[src/rtl/fxp32_pkg.sv]
// Shared fixed-point types and constants for the fxp32 adder slice.
// Q-format agnostic: values are plain 32-bit two's complement words.
package fxp32_pkg;

  localparam int FXP32_WIDTH = 32;

  typedef logic signed [FXP32_WIDTH-1:0] fxp32_t;

  localparam fxp32_t FXP32_MAX = 32'sh7FFF_FFFF;
  localparam fxp32_t FXP32_MIN = 32'sh8000_0000;

endpackage

[src/rtl/fxp32_cla.sv]
// 32-bit carry-lookahead adder: 4-bit lookahead groups with rippled group
// carries. ovf is carry into bit 31 XOR carry out of bit 31.
module fxp32_cla
  import fxp32_pkg::*;
(
  input  fxp32_t a,
  input  fxp32_t b,
  input  logic   cin,
  output fxp32_t sum,
  output logic   ovf
);

  logic [FXP32_WIDTH-1:0] g, p;
  logic [FXP32_WIDTH:0]   c;
  logic [FXP32_WIDTH/4:0] gc;

  assign g = a & b;
  assign p = a ^ b;

  always_comb begin
    c     = '0;
    gc    = '0;
    gc[0] = cin;
    for (int k = 0; k < FXP32_WIDTH/4; k++) begin
      c[4*k]   = gc[k];
      c[4*k+1] = g[4*k] | (p[4*k] & gc[k]);
      c[4*k+2] = g[4*k+1] | (p[4*k+1] & g[4*k]) | (p[4*k+1] & p[4*k] & gc[k]);
      c[4*k+3] = g[4*k+2] | (p[4*k+2] & g[4*k+1]) | (p[4*k+2] & p[4*k+1] & g[4*k])
               | (p[4*k+2] & p[4*k+1] & p[4*k] & gc[k]);
      gc[k+1]  = g[4*k+3] | (p[4*k+3] & g[4*k+2]) | (p[4*k+3] & p[4*k+2] & g[4*k+1])
               | (p[4*k+3] & p[4*k+2] & p[4*k+1] & g[4*k])
               | (p[4*k+3] & p[4*k+2] & p[4*k+1] & p[4*k] & gc[k]);
    end
    c[FXP32_WIDTH] = gc[FXP32_WIDTH/4];
  end

  assign sum = p ^ c[FXP32_WIDTH-1:0];
  assign ovf = c[FXP32_WIDTH-1] ^ c[FXP32_WIDTH];

endmodule

[src/rtl/fxp32_rr_arb.sv]
// Combinational round-robin arbiter: grants the first requester at or
// above ptr (wrapping), only while en is high. ptr is held by the parent.
module fxp32_rr_arb #(
  parameter int NREQ = 4,
  localparam int IDW = $clog2(NREQ)
) (
  input  logic [NREQ-1:0] req,
  input  logic [IDW-1:0]  ptr,
  input  logic            en,
  output logic [NREQ-1:0] gnt,
  output logic [IDW-1:0]  gnt_id
);

  logic [IDW:0]   pos;
  logic [IDW-1:0] idx;
  logic           found;

  always_comb begin
    gnt    = '0;
    gnt_id = '0;
    found  = 1'b0;
    pos    = '0;
    idx    = '0;
    for (int k = 0; k < NREQ; k++) begin
      // pos is one bit wider than ptr so the wrap works for any NREQ
      pos = {1'b0, ptr} + (IDW+1)'(k);
      if (pos >= (IDW+1)'(NREQ)) pos = pos - (IDW+1)'(NREQ);
      idx = pos[IDW-1:0];
      if (en && !found && req[idx]) begin
        found    = 1'b1;
        gnt[idx] = 1'b1;
        gnt_id   = idx;
      end
    end
  end

endmodule

[src/rtl/fxp32_add_arb.sv]
// Round-robin front end sharing one fxp32_cla between NREQ requesters via a
// two-stage (operand, result) pipeline. Saturation: FXP32_ADD_ARB_SAT_EN.
module fxp32_add_arb
  import fxp32_pkg::*;
#(
  parameter int NREQ = 4,
  localparam int IDW = $clog2(NREQ)
) (
  input  logic               clk,
  input  logic               rst,
  input  logic [NREQ-1:0]    req_valid,
  output logic [NREQ-1:0]    req_ready,
  input  logic [NREQ*32-1:0] req_a,
  input  logic [NREQ*32-1:0] req_b,
  input  logic [NREQ-1:0]    req_sub,
  output logic               res_valid,
  input  logic               res_ready,
  output logic [31:0]        res_sum,
  output logic               res_ovf,
  output logic [IDW-1:0]     res_id
);

  // Handshakes: a transfer happens on a port in any cycle where both its
  // valid and ready are high at the rising edge; valid never waits on ready.
  logic           op_vld, op_cin;
  fxp32_t         op_a, op_b;
  logic [IDW-1:0] op_id, ptr;
  logic           adv1, adv2, hs;
  logic [NREQ-1:0] gnt;
  logic [IDW-1:0] gnt_id;
  fxp32_t         sel_a, sel_b, cla_sum, sum_sel;
  logic           sel_sub, cla_ovf;

  assign adv2 = op_vld & (~res_valid | res_ready);
  assign adv1 = ~op_vld | adv2;

  // rst gates the grant so req_ready reads 0 while reset is held
  fxp32_rr_arb #(.NREQ(NREQ)) u_arb (
    .req    (req_valid),
    .ptr    (ptr),
    .en     (adv1 & ~rst),
    .gnt    (gnt),
    .gnt_id (gnt_id)
  );

  assign req_ready = gnt;
  assign hs        = |gnt;

  always_comb begin
    sel_a   = '0;
    sel_b   = '0;
    sel_sub = 1'b0;
    for (int i = 0; i < NREQ; i++) begin
      if (gnt[i]) begin
        sel_a   = req_a[32*i +: 32];
        sel_b   = req_b[32*i +: 32];
        sel_sub = req_sub[i];
      end
    end
  end

  always_ff @(posedge clk or posedge rst) begin
    if (rst) begin
      op_vld <= 1'b0;
      op_a   <= '0;
      op_b   <= '0;
      op_cin <= 1'b0;
      op_id  <= '0;
      ptr    <= '0;
    end else if (hs) begin
      op_vld <= 1'b1;
      op_a   <= sel_a;
      op_b   <= sel_sub ? ~sel_b : sel_b;
      op_cin <= sel_sub;
      op_id  <= gnt_id;
      ptr    <= (gnt_id == IDW'(NREQ-1)) ? '0 : gnt_id + IDW'(1);
    end else if (adv2) begin
      op_vld <= 1'b0;
    end
  end

  fxp32_cla u_cla (
    .a   (op_a),
    .b   (op_b),
    .cin (op_cin),
    .sum (cla_sum),
    .ovf (cla_ovf)
  );

`ifdef FXP32_ADD_ARB_SAT_EN
  // Overflow needs A and B' of equal sign, so A's sign picks the rail
  assign sum_sel = cla_ovf ? (op_a[31] ? FXP32_MIN : FXP32_MAX) : cla_sum;
`else
  assign sum_sel = cla_sum;
`endif

  always_ff @(posedge clk or posedge rst) begin
    if (rst) begin
      res_valid <= 1'b0;
      res_sum   <= '0;
      res_ovf   <= 1'b0;
      res_id    <= '0;
    end else if (adv2) begin
      res_valid <= 1'b1;
      res_sum   <= sum_sel;
      res_ovf   <= cla_ovf;
      res_id    <= op_id;
    end else if (res_ready) begin
      res_valid <= 1'b0;
    end
  end

endmodule

[config.mk]
export PLATFORM = sky130hd
export DESIGN_NAME = fxp32_add_arb
export DESIGN_NICKNAME = d
export VERILOG_FILES = /design/src/rtl/fxp32_pkg.sv /design/src/rtl/fxp32_cla.sv /design/src/rtl/fxp32_rr_arb.sv /design/src/rtl/fxp32_add_arb.sv
export SDC_FILE = /design/constraint.sdc
export NUM_CORES = 1
export LEC_CHECK = 0
export ABC_CLOCK_PERIOD_IN_PS = 7800
export CORE_ASPECT_RATIO = 1.25
export CORE_MARGIN = 3
export CORE_UTILIZATION = 40
export CTS_CLUSTER_DIAMETER = 30
export DETAILED_ROUTE_END_ITERATION = 10
export PLACE_DENSITY_LB_ADDON = 0.2
export SLEW_MARGIN = 25
export SYNTH_ARGS = -nofsm -noshare
export SYNTH_HDL_FRONTEND = slang
export SYNTH_SLANG_ARGS = --single-unit
[constraint.sdc]
create_clock -name clk -period 7.8 [get_ports clk]
set_input_delay 1.56 -clock clk [delete_from_list [all_inputs] [get_ports clk]]
set_output_delay 1.56 -clock clk [all_outputs]
set_load 0.01 [all_outputs]
Yosys cells after proc, flatten, opt, wreduce, memory -nomap -nowiden
Index checks and enable logic that the tools add are counted.
- flip-flop bits (word level): 106
- input port bits: 267
- output and inout port bits: 40
- logic and storage cells: 320
- add/subtract/negate cells: 8
- magnitude comparators: 12
- equality and inequality tests: 1
- muxes and demuxes: 49
- bitwise logic cells: 223
- reduce and logical (&&, ||, !) cells: 17
- operator list (cell ; number):
    $mux 32 ; 9
    $and 1x1->1 ; 130
    $or 1x1->1 ; 82
    $xor 32x32->32 ; 2
    $and 32x32->32 ; 1
    $not 32->32 ; 1
    $mux 1 ; 19
    $mux 2 ; 9
    $mux 4 ; 4
    $lt 2x3->1 const B ; 4
    $or 4x4->4 ; 3
    $logic_and 1x1->1 ; 11
    $ge 3x3->1 const B ; 3
    $bmux 1 s2 ; 4
    $demux 1 s2 ; 4
    $ge 2x1->1 const B ; 4
    $sub 2x1->2 const B ; 4
    $add 2x2->3 const B ; 2
    $reduce_bool 2->1 ; 2
    $reduce_or 4->1 ; 1
    $add 2x1->3 const B ; 1
    $ge 2x3->1 const B ; 1
    $logic_not 1->1 ; 3
    $not 1->1 ; 3
    3 further kinds ; 3

Depth between registers and ports, before layout
- depth in word-level cells: 25
- depth in mapped cells: 15
- depth with buffers taken out: 12

Modules after synthesis
From an unflattened synthesis, not the netlist that was laid out.
- cells, all modules: 779
- area total of the unflattened synthesis: 7597.3 sq um
- by module, submodules not included (module ; times used ; cells each ; area an instance (sq um) ; sequential area each (sq um)):
    fxp32_add_arb ; 1 ; 552 ; 5651.7 ; 2652.5
    fxp32_cla ; 1 ; 156 ; 1308.8 ; 0.0
    fxp32_rr_arb ; 1 ; 71 ; 636.9 ; 0.0

Worst setup path after synthesis
No wires, ideal clock.
- path kind: input port to output port
- start point: input port req_valid[2]
- end point: output port req_ready[3]
- arrival time: 3.450 ns
- required time: 6.240 ns
- setup slack: 2.790 ns
- stages on the path: 9
- path through: buf_2 -> mux4_2 -> inv_1 -> and4_1 -> a221oi_2 -> inv_1 -> buf_2 -> clkbuf_1 -> clkbuf_1
- longest elaborated chain between the ends: 16
- elaborated cells between the ends (all ways): 28
- classes of those cells: 15 x mux; 3 x bitwise; 10 x reduce/logical
- ends and longest elaborated chain (element ; line ; RTL):
    start: declaration ; fxp32_add_arb.sv:11 ; input logic [NREQ-1:0] req_valid,
    $bmux 1 s2 ; fxp32_rr_arb.sv:29 ; if (en && !found && req[idx]) begin
    $mux 1 (not written as such) ; fxp32_rr_arb.sv:29 ;
    $logic_and 1x1->1 ; fxp32_rr_arb.sv:29 ;
    $mux 1 ; fxp32_rr_arb.sv:29 ;
    $logic_not 1->1 ; fxp32_rr_arb.sv:29 ;
    $logic_and 1x1->1 (2 in series) ; fxp32_rr_arb.sv:29 ;
    $mux 1 ; fxp32_rr_arb.sv:29 ;
    $logic_not 1->1 ; fxp32_rr_arb.sv:29 ;
    $logic_and 1x1->1 (2 in series) ; fxp32_rr_arb.sv:29 ;
    $mux 1 ; fxp32_rr_arb.sv:29 ;
    $logic_not 1->1 ; fxp32_rr_arb.sv:29 ;
    $logic_and 1x1->1 (2 in series) ; fxp32_rr_arb.sv:29 ;
    $mux 4 (*) ; fxp32_rr_arb.sv:29 ;
    end: declaration ; fxp32_add_arb.sv:12 ; output logic [NREQ-1:0] req_ready,
Mark *: on every way between the ends. The rest lies on a longest branch, timed or not. The select of a mux whose other input is x is not followed.

Final worst setup path
- start point: input port req_valid[3]
- end point: output port req_ready[3]
The elaborated chain is that of the path after synthesis.

==> impl_metrics.py <==
metrics = {
    "status": {
        "status": "finished, final reports clean",
    },
    "worst_setup_path": {
        "setup.worst_path.class": "input pin to output port",
        "cp_num_buf_inv": 3,
        "cp_slowest_stage_delay_ns": 0.67,
        "arrival_ns": 4.52,
        "end_kind": "output port",
        "path_cells": "clkdlybuf4s50_1 > mux4_2 > nand2_1 > o21ai_1 > a221oi_4 > clkinv_2 > clkdlybuf4s50_1",
        "critPathRequiredTime_ns": 6.24,
        "cp_max_fo": 41,
        "cp-start-kind": "input pin",
        "crit_top_cell": "clkdlybuf4s50_1",
        "crit_family": "buffers and inverters",
        "crit_slowest_cell": "clkdlybuf4s50_1",
    },
    "sta": {
        "setup_viol": 0,
        "period_share_pct": 78.0,
        "tightest_slew_ns": 1.02,
        "hold_violations": 0,
        "relSlewSlack_pct": 31.6,
        "clock-skew-final_ns": 0.0110,
        "period_needed_ns": 6.08,
        "slew_viol_final": 0,
        "max_freq_mhz": 164,
        "rsz0062_at_grt": "no",
        "fin_tns_setup_ns": 0,
    },
    "grt": {
        "grt-busiest-layer": "met2",
        "gr-total-overflow": 0,
        "grt_pass1_wl_um": 43100,
        "grt_usage_pct": 25.3,
        "antenna_found_initial": 1,
        "grt_max_degree": 68,
        "use_met1_pct": 34.5,
        "use_met2_pct": 41.5,
        "global_route.usage.met3_pct": 3.97,
        "grt_pass1_vias": 7821,
    },
    "floorplanning": {
        "core_area_um2": 19100,
        "chipHeight_um": 163,
        "die_x_um": 132,
        "start_util_pct": 41.5,
        "num_io_pins": 307,
        "num_rows": 56,
        "dieArea_um2": 21500,
    },
    "synth": {
        "synthXorXnorAreaFrac_pct": 2.11,
        "synthMuxAreaShare_pct": 1.57,
        "synth_top_family_by_area": "compound AO/OA/AOI/OAI gates",
        "synth_nets": 1190,
        "synth_cell_type_count": 66,
        "synth_compound_area_share_pct": 37.2,
        "syn_area_um2": 7910,
        "synth_common_cells": "o21ai_0 (157), dfrtp_1 (106), nand2_1 (99)",
        "ys.flop_type": "dfrtp_1",
        "seq_area_frac_synth_pct": 33.6,
        "yosys.area_share.simple_pct": 12.0,
        "yosysTopAreaCellShare_pct": 33.6,
        "synth.most_common_cell": "o21ai_0",
        "synth_seq_cells": 106,
        "syn_inst": 876,
        "synth_area_leaders": "dfrtp_1 (34%), o21ai_0 (9.9%), ha_1 (6.2%), nand2_1 (4.7%), a221o_1 (4.2%)",
        "synth_edf_count": 0,
        "synth.largest_area_cell": "dfrtp_1",
        "ys_warn_count": 0,
        "post_synth.cell_area_avg_um2": 9.02,
        "ys_async_sr_fraction_pct": 100,
        "synthAdderAreaFrac_pct": 8.20,
    },
    "power": {
        "clkPwrFrac_pct": 8.3,
        "pwr_density_cell_nw_per_um2": 465,
        "switching_power_mw": 2.54,
        "p_seq_share_pct": 21.4,
        "intPower_mw": 2.74,
        "pwr-share-comb_pct": 70.3,
        "ir_worst_vdd_mv": 0.316,
        "total_power_mw": 5.28,
        "p_leak_nw": 4.43,
        "switching_share_pct": 48.0,
    },
    "cts": {
        "ctsResizeCount": 0,
        "cts_buffers": 9,
        "cts.sinks": 106,
        "postCtsHoldBufs": 0,
        "clkTransAtPathRegs_ns": 0.07,
        "clock_latency_ns": 0.36,
        "htree_levels": 3,
        "cts-root-buf": "clkbuf_16",
        "postCtsSetupBuffers": 0,
        "cts_buffer_depth": 2,
        "cts_tree": "yes",
    },
    "worst_hold_path": {
        "hold_path_class": "flop to flop",
    },
    "placed_design": {
        "dp_hpwl_um": 21700,
        "place_congestion": 0.860,
        "dpl_cell_area_um2": 11100,
        "io_buffers": 306,
    },
    "cells_and_area": {
        "areaGrowthSynthToFinish_pct": 43.6,
        "drive_gt1_share_pct": 6.70,
        "nNetsFinal": 1444,
        "final_util_pct": 59.5,
        "stdcell_area_um2": 11300,
    },
    "drt": {
        "vias": 8079,
        "post_drt_wl_per_cell_um": 20.1,
        "remaining_drc_errors": 0,
        "viasPerCell": 5.77,
        "drtAntennaViolNets": 0,
        "routed_wl_um": 28200,
        "dr.pass1.iters": 7,
        "drt_iter0_drc": 655,
    },
    "flow_run": {
        "drv_cap": 0,
    },
}
## path summary, 6_finish.rpt
kind | end | depth (start not counted) | startpoint | slack, ns
worst max-delay path | req_ready[3] | 7 | req_valid[3] | 1.72
worst min-delay path | res_sum[8] | 2 | res_sum[8] | 0.47
worst max register to register | op_b[4] | 11 | ptr[0] | 2.58
worst min register to register | res_sum[8] | 2 | res_sum[8] | 0.47
max in group asynchronous | res_ovf | 3 | rst | 4.84
min in group asynchronous | op_b[19] | 2 | rst | 1.72
## power groups by stage
stage,logic (mW),registers (mW),clock network (mW)
final,3.71,1.13,0.438
after detailed placement,3.70,1.13,0
after global placement,3.63,1.13,0
after global routing,4.14,1.16,0.465
after CTS,3.72,1.12,0.446
after floorplan,2.71,1.07,0
## cells by family after synthesis
group	after synthesis
buffers and inverters	93
AOI/OAI and AO/OA	398
adders and majority gates	47
muxes	8
xor gates and xnor gates	19
DFF	106
and+or+nand+nor	205
## flip-flops by register name (all words and copies together) (netlist names)
register / count
op_a: 32
op_b: 32
op_cin: 1
op_id: 2
op_vld: 1
ptr: 2
res_id: 2
res_ovf: 1
res_sum: 32
res_valid: 1
## layout make-up
type / instances / area (um2)
Clock inverter: 4 / 26.3
Clock buffer: 12 / 246
Sequential cell: 106 / 2650
Inverter: 20 / 78.8
Multi-Input combinational cell: 677 / 4870
Tap cell: 261 / 327
Fill cell: 1736 / 7710
Timing Repair Buffer: 316 / 3140
Antenna cell: 3 / 7.51
## layer usage
| layer | routed length, um | share of wire, % |
|---|---|---|
| met5 | 0 | 0 |
| met4 | 703 | 2.5 |
| met3 | 1400 | 5.0 |
| met1 | 12400 | 44 |
| met2 | 13700 | 49 |
## cell usage in the layout, fill, tap and decap left out, types with 14 or more instances in the layout
master           Yosys  final
a211oi_1            21     21
a21oi_1             27     27
a221o_1             33     32
a221oi_1            14     14
a221oi_2            18     16
a22oi_1             32     32
clkdlybuf4s50_1      0    306
dfrtp_1            106    106
ha_1                39     39
inv_1               19     16
nand2_1             99     98
nor2_1              44     44
o2111a_1            29     29
o21ai_0            157    157
xnor2_1             15     15
## through the flow
step	setup slack (ns)	hold WS, ns	cells
2_1_floorplan	2.79	0.435	876
3_3_place_gp	1.78	0.451	1380
3_5_place_dp	1.75	0.462	1380
4_1_cts	1.75	0.479	1396
5_1_grt	1.60	0.492	1397
6_report	1.72	0.474	1399
## worst reg2reg max path, stage by stage (launching register included)
cell      delay (ns)
dfrtp_1         0.70
inv_1           0.24
ha_1            0.52
mux4_2          0.61
nand2_1         0.12
o21ai_1         0.10
a221oi_4        0.33
clkinv_2        0.51
buf_4           0.54
or4_4           0.94
o2111a_1        0.30
a211oi_1        0.21
(Power assumes the default switching activity.)
